===== src/rtl/nr_mem_port_ctrl.sv =====
// Initiator side of the 8-bit nanoRisk memory port: single-beat writes and incrementing read bursts.
// Optional address bound check is enabled by defining NR_MEM_BOUND_CHK_EN.
module nr_mem_port_ctrl #(
  parameter int              AW        = 8,
  parameter int              DW        = 8,
  parameter logic [AW-1:0]   BOUND_MAX = 8'hEF
) (
  input  logic          clk,
  input  logic          clr,
  input  logic          req_valid,
  output logic          req_ready,
  input  logic          req_wr,
  input  logic [AW-1:0] req_adr,
  input  logic [3:0]    req_len,
  input  logic [DW-1:0] req_wdata,
  output logic          rsp_valid,
  input  logic          rsp_ready,
  output logic [DW-1:0] rsp_data,
  output logic          rsp_wr,
  output logic          rsp_last,
  output logic          rsp_err,
  output logic [AW-1:0] m_adr_in,
  output logic [DW-1:0] m_in,
  output logic          m_can_wrt,
  output logic [AW-1:0] m_adr_out,
  output logic          m_can_rd,
  input  logic [DW-1:0] m_out
);

  typedef enum logic [1:0] {IDLE, RD, WR, RESP} state_t;

`ifdef NR_MEM_BOUND_CHK_EN
  localparam bit BOUND_CHK = 1'b1;
`else
  localparam bit BOUND_CHK = 1'b0;
`endif

  state_t        state_reg, state_next;
  logic [3:0]    cnt_reg, cnt_next;
  logic [AW-1:0] adr_reg, adr_next;
  logic [DW-1:0] wdata_reg, wdata_next;
  logic [DW-1:0] rsp_data_reg, rsp_data_next;
  logic          rsp_wr_reg, rsp_wr_next;
  logic          rsp_last_reg, rsp_last_next;
  logic          rsp_err_reg, rsp_err_next;
  logic          oob;

  // Constant 0 when the bound check is compiled out, so rsp_err stays tied low.
  assign oob = BOUND_CHK && (adr_reg > BOUND_MAX);

  always_ff @(posedge clk or posedge clr) begin
    if (clr) begin
      state_reg    <= IDLE;
      cnt_reg      <= '0;
      adr_reg      <= '0;
      wdata_reg    <= '0;
      rsp_data_reg <= '0;
      rsp_wr_reg   <= 1'b0;
      rsp_last_reg <= 1'b0;
      rsp_err_reg  <= 1'b0;
    end else begin
      state_reg    <= state_next;
      cnt_reg      <= cnt_next;
      adr_reg      <= adr_next;
      wdata_reg    <= wdata_next;
      rsp_data_reg <= rsp_data_next;
      rsp_wr_reg   <= rsp_wr_next;
      rsp_last_reg <= rsp_last_next;
      rsp_err_reg  <= rsp_err_next;
    end
  end

  always_comb begin
    state_next    = state_reg;
    cnt_next      = cnt_reg;
    adr_next      = adr_reg;
    wdata_next    = wdata_reg;
    rsp_data_next = rsp_data_reg;
    rsp_wr_next   = rsp_wr_reg;
    rsp_last_next = rsp_last_reg;
    rsp_err_next  = rsp_err_reg;
    case (state_reg)
      IDLE: begin
        if (req_valid && req_ready) begin
          adr_next   = req_adr;
          wdata_next = req_wdata;
          if (req_wr) begin
            state_next = WR;
            cnt_next   = 4'd0;
          end else begin
            state_next = RD;
            cnt_next   = req_len;
          end
        end
      end
      RD: begin
        // An out-of-bound beat ends the burst with an error response.
        rsp_wr_next   = 1'b0;
        rsp_err_next  = oob;
        rsp_data_next = oob ? '0 : m_out;
        rsp_last_next = oob || (cnt_reg == 4'd0);
        state_next    = RESP;
      end
      WR: begin
        rsp_wr_next   = 1'b1;
        rsp_err_next  = oob;
        rsp_data_next = oob ? '0 : wdata_reg;
        rsp_last_next = 1'b1;
        state_next    = RESP;
      end
      RESP: begin
        if (rsp_ready) begin
          if (rsp_last_reg) begin
            state_next = IDLE;
          end else begin
            cnt_next   = cnt_reg - 4'd1;
            adr_next   = adr_reg + {{(AW-1){1'b0}}, 1'b1};
            state_next = RD;
          end
        end
      end
      default: state_next = IDLE;
    endcase
  end

  // Strobes are gated by clr so they drop the instant reset rises.
  assign m_can_rd  = (state_reg == RD) && !oob && !clr;
  assign m_can_wrt = (state_reg == WR) && !oob && !clr;
  assign req_ready = (state_reg == IDLE) && !clr;
  assign rsp_valid = (state_reg == RESP);
  assign rsp_data  = rsp_data_reg;
  assign rsp_wr    = rsp_wr_reg;
  assign rsp_last  = rsp_last_reg;
  assign rsp_err   = rsp_err_reg;
  assign m_adr_in  = adr_reg;
  assign m_adr_out = adr_reg;
  assign m_in      = wdata_reg;

endmodule


===== config.mk =====
export PLATFORM = sky130hd
export DESIGN_NAME = nr_mem_port_ctrl
export DESIGN_NICKNAME = d
export VERILOG_FILES = /design/src/rtl/nr_mem_port_ctrl.sv
export SDC_FILE = /design/constraint.sdc
export NUM_CORES = 1
export LEC_CHECK = 0
export CAP_MARGIN = 20
export CORE_MARGIN = 4
export CORE_UTILIZATION = 43
export CTS_CLUSTER_SIZE = 14
export DETAILED_ROUTE_END_ITERATION = 8
export GPL_TIMING_DRIVEN = 0
export PLACE_DENSITY = 0.85
export SYNTH_ARGS = -nofsm -noshare
export SYNTH_HDL_FRONTEND = slang
export SYNTH_SLANG_ARGS = --single-unit

===== constraint.sdc =====
create_clock -name clk -period 2.05 [get_ports clk]
set_clock_uncertainty 0.2 [all_clocks]
set_input_delay 0.41 -clock clk [delete_from_list [all_inputs] [get_ports clk]]
set_output_delay 0.41 -clock clk [all_outputs]
set_load 0.01 [all_outputs]

Word-level counts from Yosys, hierarchy flattened
Cells that the tools add are included.
W data, S select, Z words.
{"block": "word_totals", "ram_bits": 0, "in_bits": 33, "wordCells": 45, "latchBits": 0, "reg_bits": 32, "rom_bits": 0, "n_memories": 0, "out_inout_bits": 39}
{"block": "classes", "reduce_logical": 13, "n_lt_le_gt_ge": 0, "muxes": 17, "n_bitwise": 0, "n_addsub": 2, "n_shift": 0, "div": 0, "n_eq_ne": 6, "mul": 0}
{"op": "$pmux W8 S2", "n": 2}
{"op": "$mux W8", "n": 3}
{"op": "$mux W4", "n": 4}
{"op": "$add A8 B1 Y8 const B", "n": 1}
{"op": "$pmux W4 S2", "n": 1}
{"op": "$mux W2", "n": 3}
{"op": "$pmux W2 S3", "n": 1}
{"op": "$eq A2 B2 Y1 const B", "n": 2}
{"op": "$logic_and A1 B1 Y1", "n": 4}
{"op": "$logic_not A4 Y1", "n": 1}
{"op": "$ne A2 B2 Y1 const B", "n": 2}
{"op": "$pmux W1 S2", "n": 2}
{"op": "$reduce_and A2 Y1", "n": 2}
{"op": "$reduce_and A4 Y1", "n": 1}
{"op": "$reduce_bool A2 Y1", "n": 2}
{"op": "$sub A4 B1 Y4 const B", "n": 1}
{"op": "$eq A2 B1 Y1 const B", "n": 1}
{"op": "$logic_not A2 Y1", "n": 1}
{"op": "$ne A2 B1 Y1 const B", "n": 1}
{"op": "$reduce_or A2 Y1", "n": 1}
{"op": "$logic_not A1 Y1", "n": 1}
{"op": "$mux W1", "n": 1}

Logic depth before layout (Yosys ltp)
Gate-level depths: netlist of run 1.
{"block": "logic_depth", "word_depth": 5, "mapped_depth": 7, "ltp_nobuf": 6}

Worst setup path after synthesis of run 1
Ideal clock, no wire load.
{"block": "synth_path", "path_type": "register -> register", "from": "reg state_reg[0]", "to": "reg cnt_reg[1]", "arrival_time_ns": 1.487, "n_path_buf": 1, "setup_ns": 0.130, "period_less_slack_ns": 1.817, "setup_slack_ns": 0.233, "path_stages_with_launch": 7, "required_ns": 1.720, "path_cell_list": "dfrtp_1 > ha_1 > nand2b_2 > a22o_1 > buf_6 > a221oi_1 > a21oi_1"}
{"block": "synth_via", "word_cells_on_any_way": 10, "cone_classes": "4 x eq/ne; 1 x mux; 5 x reduce/logical"}
{"item": "start, declared", "line_no": "38", "source": "state_t state_reg, state_next;"}
{"item": "start signal, assigned", "line_no": "62", "source": "state_reg <= state_next;"}
{"item": "$eq A2 B2 Y1 (*)"}
{"item": "via rsp_valid", "line_no": "16", "source": "output logic rsp_valid,"}
{"item": "$ne A2 B2 Y1 (no source line) (tied with other cells)"}
{"item": "$reduce_and A4 Y1 (no source line)"}
{"item": "end signal, assigned", "line_no": "63", "source": "cnt_reg <= cnt_next;"}
{"item": "end, declared", "line_no": "39", "source": "logic [3:0] cnt_reg, cnt_next;"}
Mark *: on every way through the listed nets, which the timed path passes. The rest lies on a longest branch.
A chain may end at the register's enable or synchronous reset.

Final worst setup path of run 1
{"block": "layout_path", "from": "reg adr_reg[4] (netlist: m_adr_in[4])", "to": "out m_adr_out[4]"}
{"item": "start, declared", "line_no": "40", "source": "logic [AW-1:0] adr_reg, adr_next;"}
{"item": "start signal, assigned", "line_no": "64", "source": "adr_reg <= adr_next;"}
{"item": "end, declared", "line_no": "25", "source": "output logic [AW-1:0] m_adr_out,"}
No word-level cell between the ends.

==> metrics.md, run 1 <==
| Metric | Value |
|---|---|
| Final period util | `97.0%` |
| Core area | `4000 µm²` |
| Count of state elements after synthesis | `32` |
| GR Overflow Total | `0` |
| Crit. End Element | `output pin` |
| Primary FF master, synth | `dfrtp_1` |
| Dpl hpwl | `3340 µm` |
| Top Usage Layer GRT | `met2` |
| DRC | `0` |
| Initial antenna violation count | `0` |
| Critical Path End | `m_adr_out[4]` |
| Worst-Skew Late Latency | `290 ps` |
| IO Port Bufs | `70` |
| Sequential area share after synthesis | `44.8%` |
| Width of the die | `72.5 µm` |
| Via count | `1,622` |
| Fin. Hold Viols | `0` |
| Power density cells | `1670 nW/µm²` |
| Die Area | `5260 µm²` |
| Vias in the first global route | `1,556` |
| Most common cell in the netlist | `dfrtp_1` |
| CP arrival | `1380 ps` |
| Met1 Resource Use GR | `22.6%` |
| Synth warn | `0` |
| Wire length per cell | `14.6 µm` |
| Reg2reg path depth | `6` |
| RePlAce Congestion | `0.786` |
| CTS tree | `built` |
| Finished Layout Cells | `310` |
| M2 GR Usage | `29.6%` |
| R2R Setup Slk | `120 ps` |
| Initial core utilization | `44.7%` |
| DRT iter0 DRCs | `73` |
| CP Max Fanout | `6` |
| Crit start category | `flop` |
| Critical path class | `flop to output pin` |
| Required time of the critical path | `1440 ps` |
| GRT Total Usage | `18.3%` |
| Max Cap Violations | `0` |
| Worst setup path start | `m_adr_in[4]` |
| Placed instance count | `299` |
| # setup viols final | `0` |
| Area grow syn2layout | `56.4%` |
| Post-synthesis async set-or-reset flop share | `100%` |
| DR pass1 iterations | `5` |
| RSZ-0062 raised after global routing | `no` |
| Reg-to-Reg End | `m_adr_in[5]` |
| Post-route antenna net violation count | `0` |
| Vias/cell | `5.23` |
| Chip height | `72.5 µm` |
| Rows | `23` |
| Clock root cell | `clkbuf_8` |
| Clk buf depth | `2` |
| Synth area leaders | `dfrtp_1 45%, mux2_2 5.7%, mux2i_1 5.6%, a21oi_1 5.0%, ha_1 4.9%` |
| Syn avg cell area | `10.1 µm²` |
| Kind of path behind the tightest hold check | `flop to flop` |
| Max Freq | `0.503 GHz` |
| Minimum clock period | `1990 ps` |
| Post-synth top area share | `44.8%` |
| Hold buffers post-CTS | `0` |
| TritonCTS Sinks | `32` |
| Layout cells sized above 1 | `21.9%` |
| Worst Tran Pin Value | `690 ps` |
| Max VDD drop | `0.949 mV` |
| Clock transition time at the flip-flop clock pins of the worst setup and hold paths | `70 ps` |
| Mapped Area | `1790 µm²` |
| Worst slew margin | `54.0%` |
| Layout Utilization | `70.0%` |
| Largest net degree at the start of global routing | `18` |
| H-tree Lvls | `2` |
| Max-slew violation count | `0` |
| Outcome | `finished clean` |
| Post-synth top area cell | `dfrtp_1` |
| IO Pins | `72` |
| First-pass GRT wire length | `7330 µm` |
| # diodes | `0` |
| CTS buffer count | `5` |
| Synthesized Nets | `218` |
| Layout net count | `299` |
| Number of synthesized flops with an enable pin | `0` |
| Met3 Track Usage GR | `6.51%` |
| Leak Pwr | `1.19 nW` |
| Synth cell types | `40` |
| Synth Instances | `178` |
| Synth top cells by count | `32 x dfrtp_1, 18 x a21oi_1, 12 x nor2_1` |
| Routed WL | `4520 µm` |
| Reg2reg start | `state_reg[0]` |
==> where the power goes <==
part	switching (W)	internal, W
sequential	0.000317	0.000987
clock	0.000238	0.000429
combinational	0.00120	0.00150
total	0.00175	0.00292
==> cells by family (layout without fill, tap and decap cells) <==
| family | after synthesis | in the layout | share of synthesized area [%] |
|---|---|---|---|
| compound gates | 46 | 46 | 16.3 |
| simple gates | 48 | 48 | 14.8 |
| other cells | 1 | 1 | 0.210 |
| flops | 32 | 32 | 44.8 |
| mux | 19 | 19 | 11.3 |
| fa+ha+maj | 7 | 7 | 4.89 |
| buf+inv | 25 | 107 | 7.83 |
==> layout make-up <==
cell class / instances / area (µm²)
clock inverter: 1 / 30.0
clock buffer: 7 / 96.3
multi-input combinational: 121 / 907
sequential: 32 / 808
fill: 321 / 1200
inverter: 9 / 33.8
tap: 50 / 62.6
buffer: 16 / 121
timing repair buffer: 74 / 739
==> through the flow <==
| step | instance area [µm²] | power [W] | hold slack [ps] | TNS (ps) | setup WS, ps |
|---|---|---|---|---|---|
| 2_1_floorplan | 1790 | 0.00271 | 319 | 0 | 233 |
| 3_3_place_gp | 2550 | 0.00374 | 304 | -5970 | -267 |
| 3_5_place_dp | 2580 | 0.00383 | 318 | -1500 | -294 |
| 4_1_cts | 2750 | 0.00461 | 335 | 0 | 4.33 |
| 5_1_grt | 2800 | 0.00503 | 358 | 0 | 0.734 |
| 6_report | 2800 | 0.00467 | 332 | 0 | 61.2 |
==> worst max-delay path: stages (launching register included) <==
cell	delay, ps
dfrtp_1	430
buf_4	140
clkdlybuf4s50_1	520
==> worst min path at each step <==
stage | slack [ps] | endpoint | cells after the start | from
floorplan | 320 | cnt_reg[3] | 1 | cnt_reg[3]
global placement | 300 | rsp_data[4] | 2 | rsp_data[4]
detailed placement | 320 | rsp_data[4] | 2 | rsp_data[4]
CTS | 330 | rsp_data[6] | 2 | rsp_data[6]
global route | 360 | m_in[7] | 1 | m_in[7]
finish | 330 | rsp_data[6] | 2 | rsp_data[6]
==> placed cells by master (no fill, tap or decap), drive strengths merged, types with 2 or more instances in the layout <==
cell / n
a21oi: 18
a221o: 3
a221oi: 2
a22oi: 2
and4: 2
buf: 19
clkbuf: 10
clkdlybuf4s50: 66
dfrtp: 32
ha: 7
inv: 9
mux2: 9
mux2i: 10
nand2: 9
nand2b: 5
nand3: 4
nand3b: 2
nor2: 12
nor2b: 5
nor3b: 3
o21ai: 9
o22ai: 4
or2: 3
==> timing repair <==
item                                    4_1_cts  5_1_grt
pin swaps                                     1        1
gates resized for setup                      19       14
setup buffers                                 1        2
endpoints found under the setup margin        4       10
==> per-layer routing <==
layer / vias to the layer above / share of wire (%)
met2: 61 / 49
met3: 8 / 8.0
met5: - / 0
li1: 790 / -
met4: 0 / 1.6
met1: 763 / 41
No activity file was read; power rests on OpenSTA's default activity.
==> run 2, diff against run 1 <==
Settings changed: SKIP_CTS_REPAIR_TIMING set to 1, SLEW_MARGIN set to 5.
==> run 2 against run 1 <==
Against the previous run:
- the flow now finishes with violations (negative setup slack)
- utilization down 1.1 points
- clock power fell by 0.7%
- setup slack lost 120 ps
- first-iteration DRC count increased by 23%
- hold slack lost 2.5 ps
- critical path type unchanged
- largest cell class unchanged
- largest power group unchanged
==> metrics.md, run 2 (synthesis results as in run 1) <==
| Metric | Value |
|---|---|
| Outcome | `finished, violations left` |
| Failing checks | `negative setup slack` |
| Critical path class | `flop to output pin` |
| GRT Total Usage | `18.2%` |
| IO Pins | `72` |
| IO Port Bufs | `70` |
| Core area | `4000 µm²` |
| Clock root cell | `clkbuf_8` |
| RSZ-0062 raised after global routing | `yes` |
| Final setup TNS | `-94.7 ps` |
| Slowest cell on crit path | `clkdlybuf4s50_1` |
| Dpl hpwl | `3340 µm` |
| CTS tree | `built` |
| Initial core utilization | `44.7%` |
| CP arrival | `1500 ps` |
| DRC | `0` |
| # setup viols final | `2` |
| DRT iter0 DRCs | `90` |
| Setup WS pre-CTS | `-294 ps` |
| Most common cell after layout, fill and taps aside | `clkdlybuf4s50_1` |
| Fin. Hold Viols | `0` |
| Routed WL | `4460 µm` |
| Post-route antenna net violation count | `0` |
| CTS buffer count | `5` |
| Setup ws final | `-60.6 ps` |
| Crit. End Element | `output pin` |
| Max VDD drop | `0.933 mV` |
| Power density cells | `1660 nW/µm²` |
| # diodes | `0` |
| First-pass GRT wire length | `7260 µm` |
| Minimum clock period | `2110 ps` |
| Chip height | `72.5 µm` |
| GR Overflow Total | `0` |
| Via count | `1,620` |
| Overall power | `0.00457 W` |
| TritonCTS Sinks | `32` |
| Hold WS | `329 ps` |
| Clock transition time at the flip-flop clock pins of the worst setup and hold paths | `60 ps` |
| H-tree Lvls | `2` |
| Area grow syn2layout | `54.0%` |
| Most frequent cells in the layout | `67 x clkdlybuf4s50_1, 27 x dfrtp_1, 18 x a21oi_1` |
| Layout net count | `297` |
| Vias/cell | `5.26` |
| RePlAce Congestion | `0.786` |
| Max-slew violation count | `0` |
| Layout cells sized above 1 | `18.6%` |
| Width of the die | `72.5 µm` |
| Die Area | `5260 µm²` |
| Rows | `23` |
| Worst Tran Pin Value | `687 ps` |
| Final period util | `103%` |
| Required time of the critical path | `1440 ps` |
| Wire length per cell | `14.5 µm` |
| Fin area | `2760 µm²` |
| Max Cap Violations | `0` |
| Kind of path behind the tightest hold check | `flop to flop` |
| Largest net degree at the start of global routing | `18` |
| Crit path cell chain | `ha_2 > clkdlybuf4s50_1` |
| Vias in the first global route | `1,551` |
| CP Max Fanout | `6` |
| Slowest Stage Delay on Critical Path | `550 ps` |
| Worst slew margin | `54.2%` |
| DR pass1 iterations | `4` |
| Max Freq | `0.474 GHz` |
| Crit start category | `flop` |
| Worst-Skew Late Latency | `290 ps` |
| Clk buf depth | `2` |
| Leak Pwr | `1.20 nW` |
| Initial antenna violation count | `0` |
| Dpl cell area | `2580 µm²` |
## run 2: changes by cell type in the layout (fill, tap and decap cells not counted), sizes merged
cell	previous run	this run
buf	19	16
clkbuf	10	9
clkdlybuf4s15	1	0
clkdlybuf4s50	66	67
dlygate4sd2	1	0
dlymetal6s2s	0	3
## run 2: worst paths after layout
check	from	end	slack, ps	depth (start not counted)
setup / recovery	state_reg[1]	rsp_valid	-60	2
hold / removal	rsp_data[6]	rsp_data[6]	330	2
setup reg to reg	state_reg[1]	cnt_reg[0]	140	6
hold reg to reg	rsp_data[6]	rsp_data[6]	330	2
max in group asynchronous	clr	m_adr_in[0]	640	3
min in group asynchronous	clr	state_reg[0]	480	2
## run 2: report_power, final
group / internal [W] / switching, W / total, W
clock network: 0.000429 / 0.000233 / 0.000662
logic: 0.00145 / 0.00116 / 0.00261
registers: 0.000985 / 0.000314 / 0.00130
## run 2: area by class of cell
| class | instances | area (µm²) |
|---|---|---|
| well taps | 50 | 62.6 |
| plain buffers | 16 | 116 |
| flip-flops and latches | 32 | 807 |
| fillers | 320 | 1240 |
| repair buffers | 72 | 743 |
| multi-input cells | 121 | 866 |
| clock buffers | 7 | 96.3 |
| inverters | 9 | 33.8 |
| clock inverters | 1 | 30.0 |
## run 2: worst max-delay path: cells and delay by family (launching register included)
| kind | cells | cell delay [ps] |
|---|---|---|
| adder cells (fa/ha/maj) | 1 | 260 |
| buffers and inverters | 1 | 550 |
| flip-flops | 1 | 400 |
## run 2: through the flow
step | instances | utilization (%)
2_1_floorplan | 178 | -
3_3_place_gp | 298 | 63.8
3_5_place_dp | 299 | 64.5
4_1_cts | 307 | 67.7
5_1_grt | 308 | 68.9
6_report | 308 | 68.9
## run 2: layer usage
metal | up-vias | global-route usage (%) | routed length, µm
met5 | - | 0 | 0
met4 | 0 | 6.76 | 65
met3 | 7 | 6.79 | 398
met2 | 62 | 29.1 | 2200
met1 | 762 | 22.3 | 1790
li1 | 789 | - | -
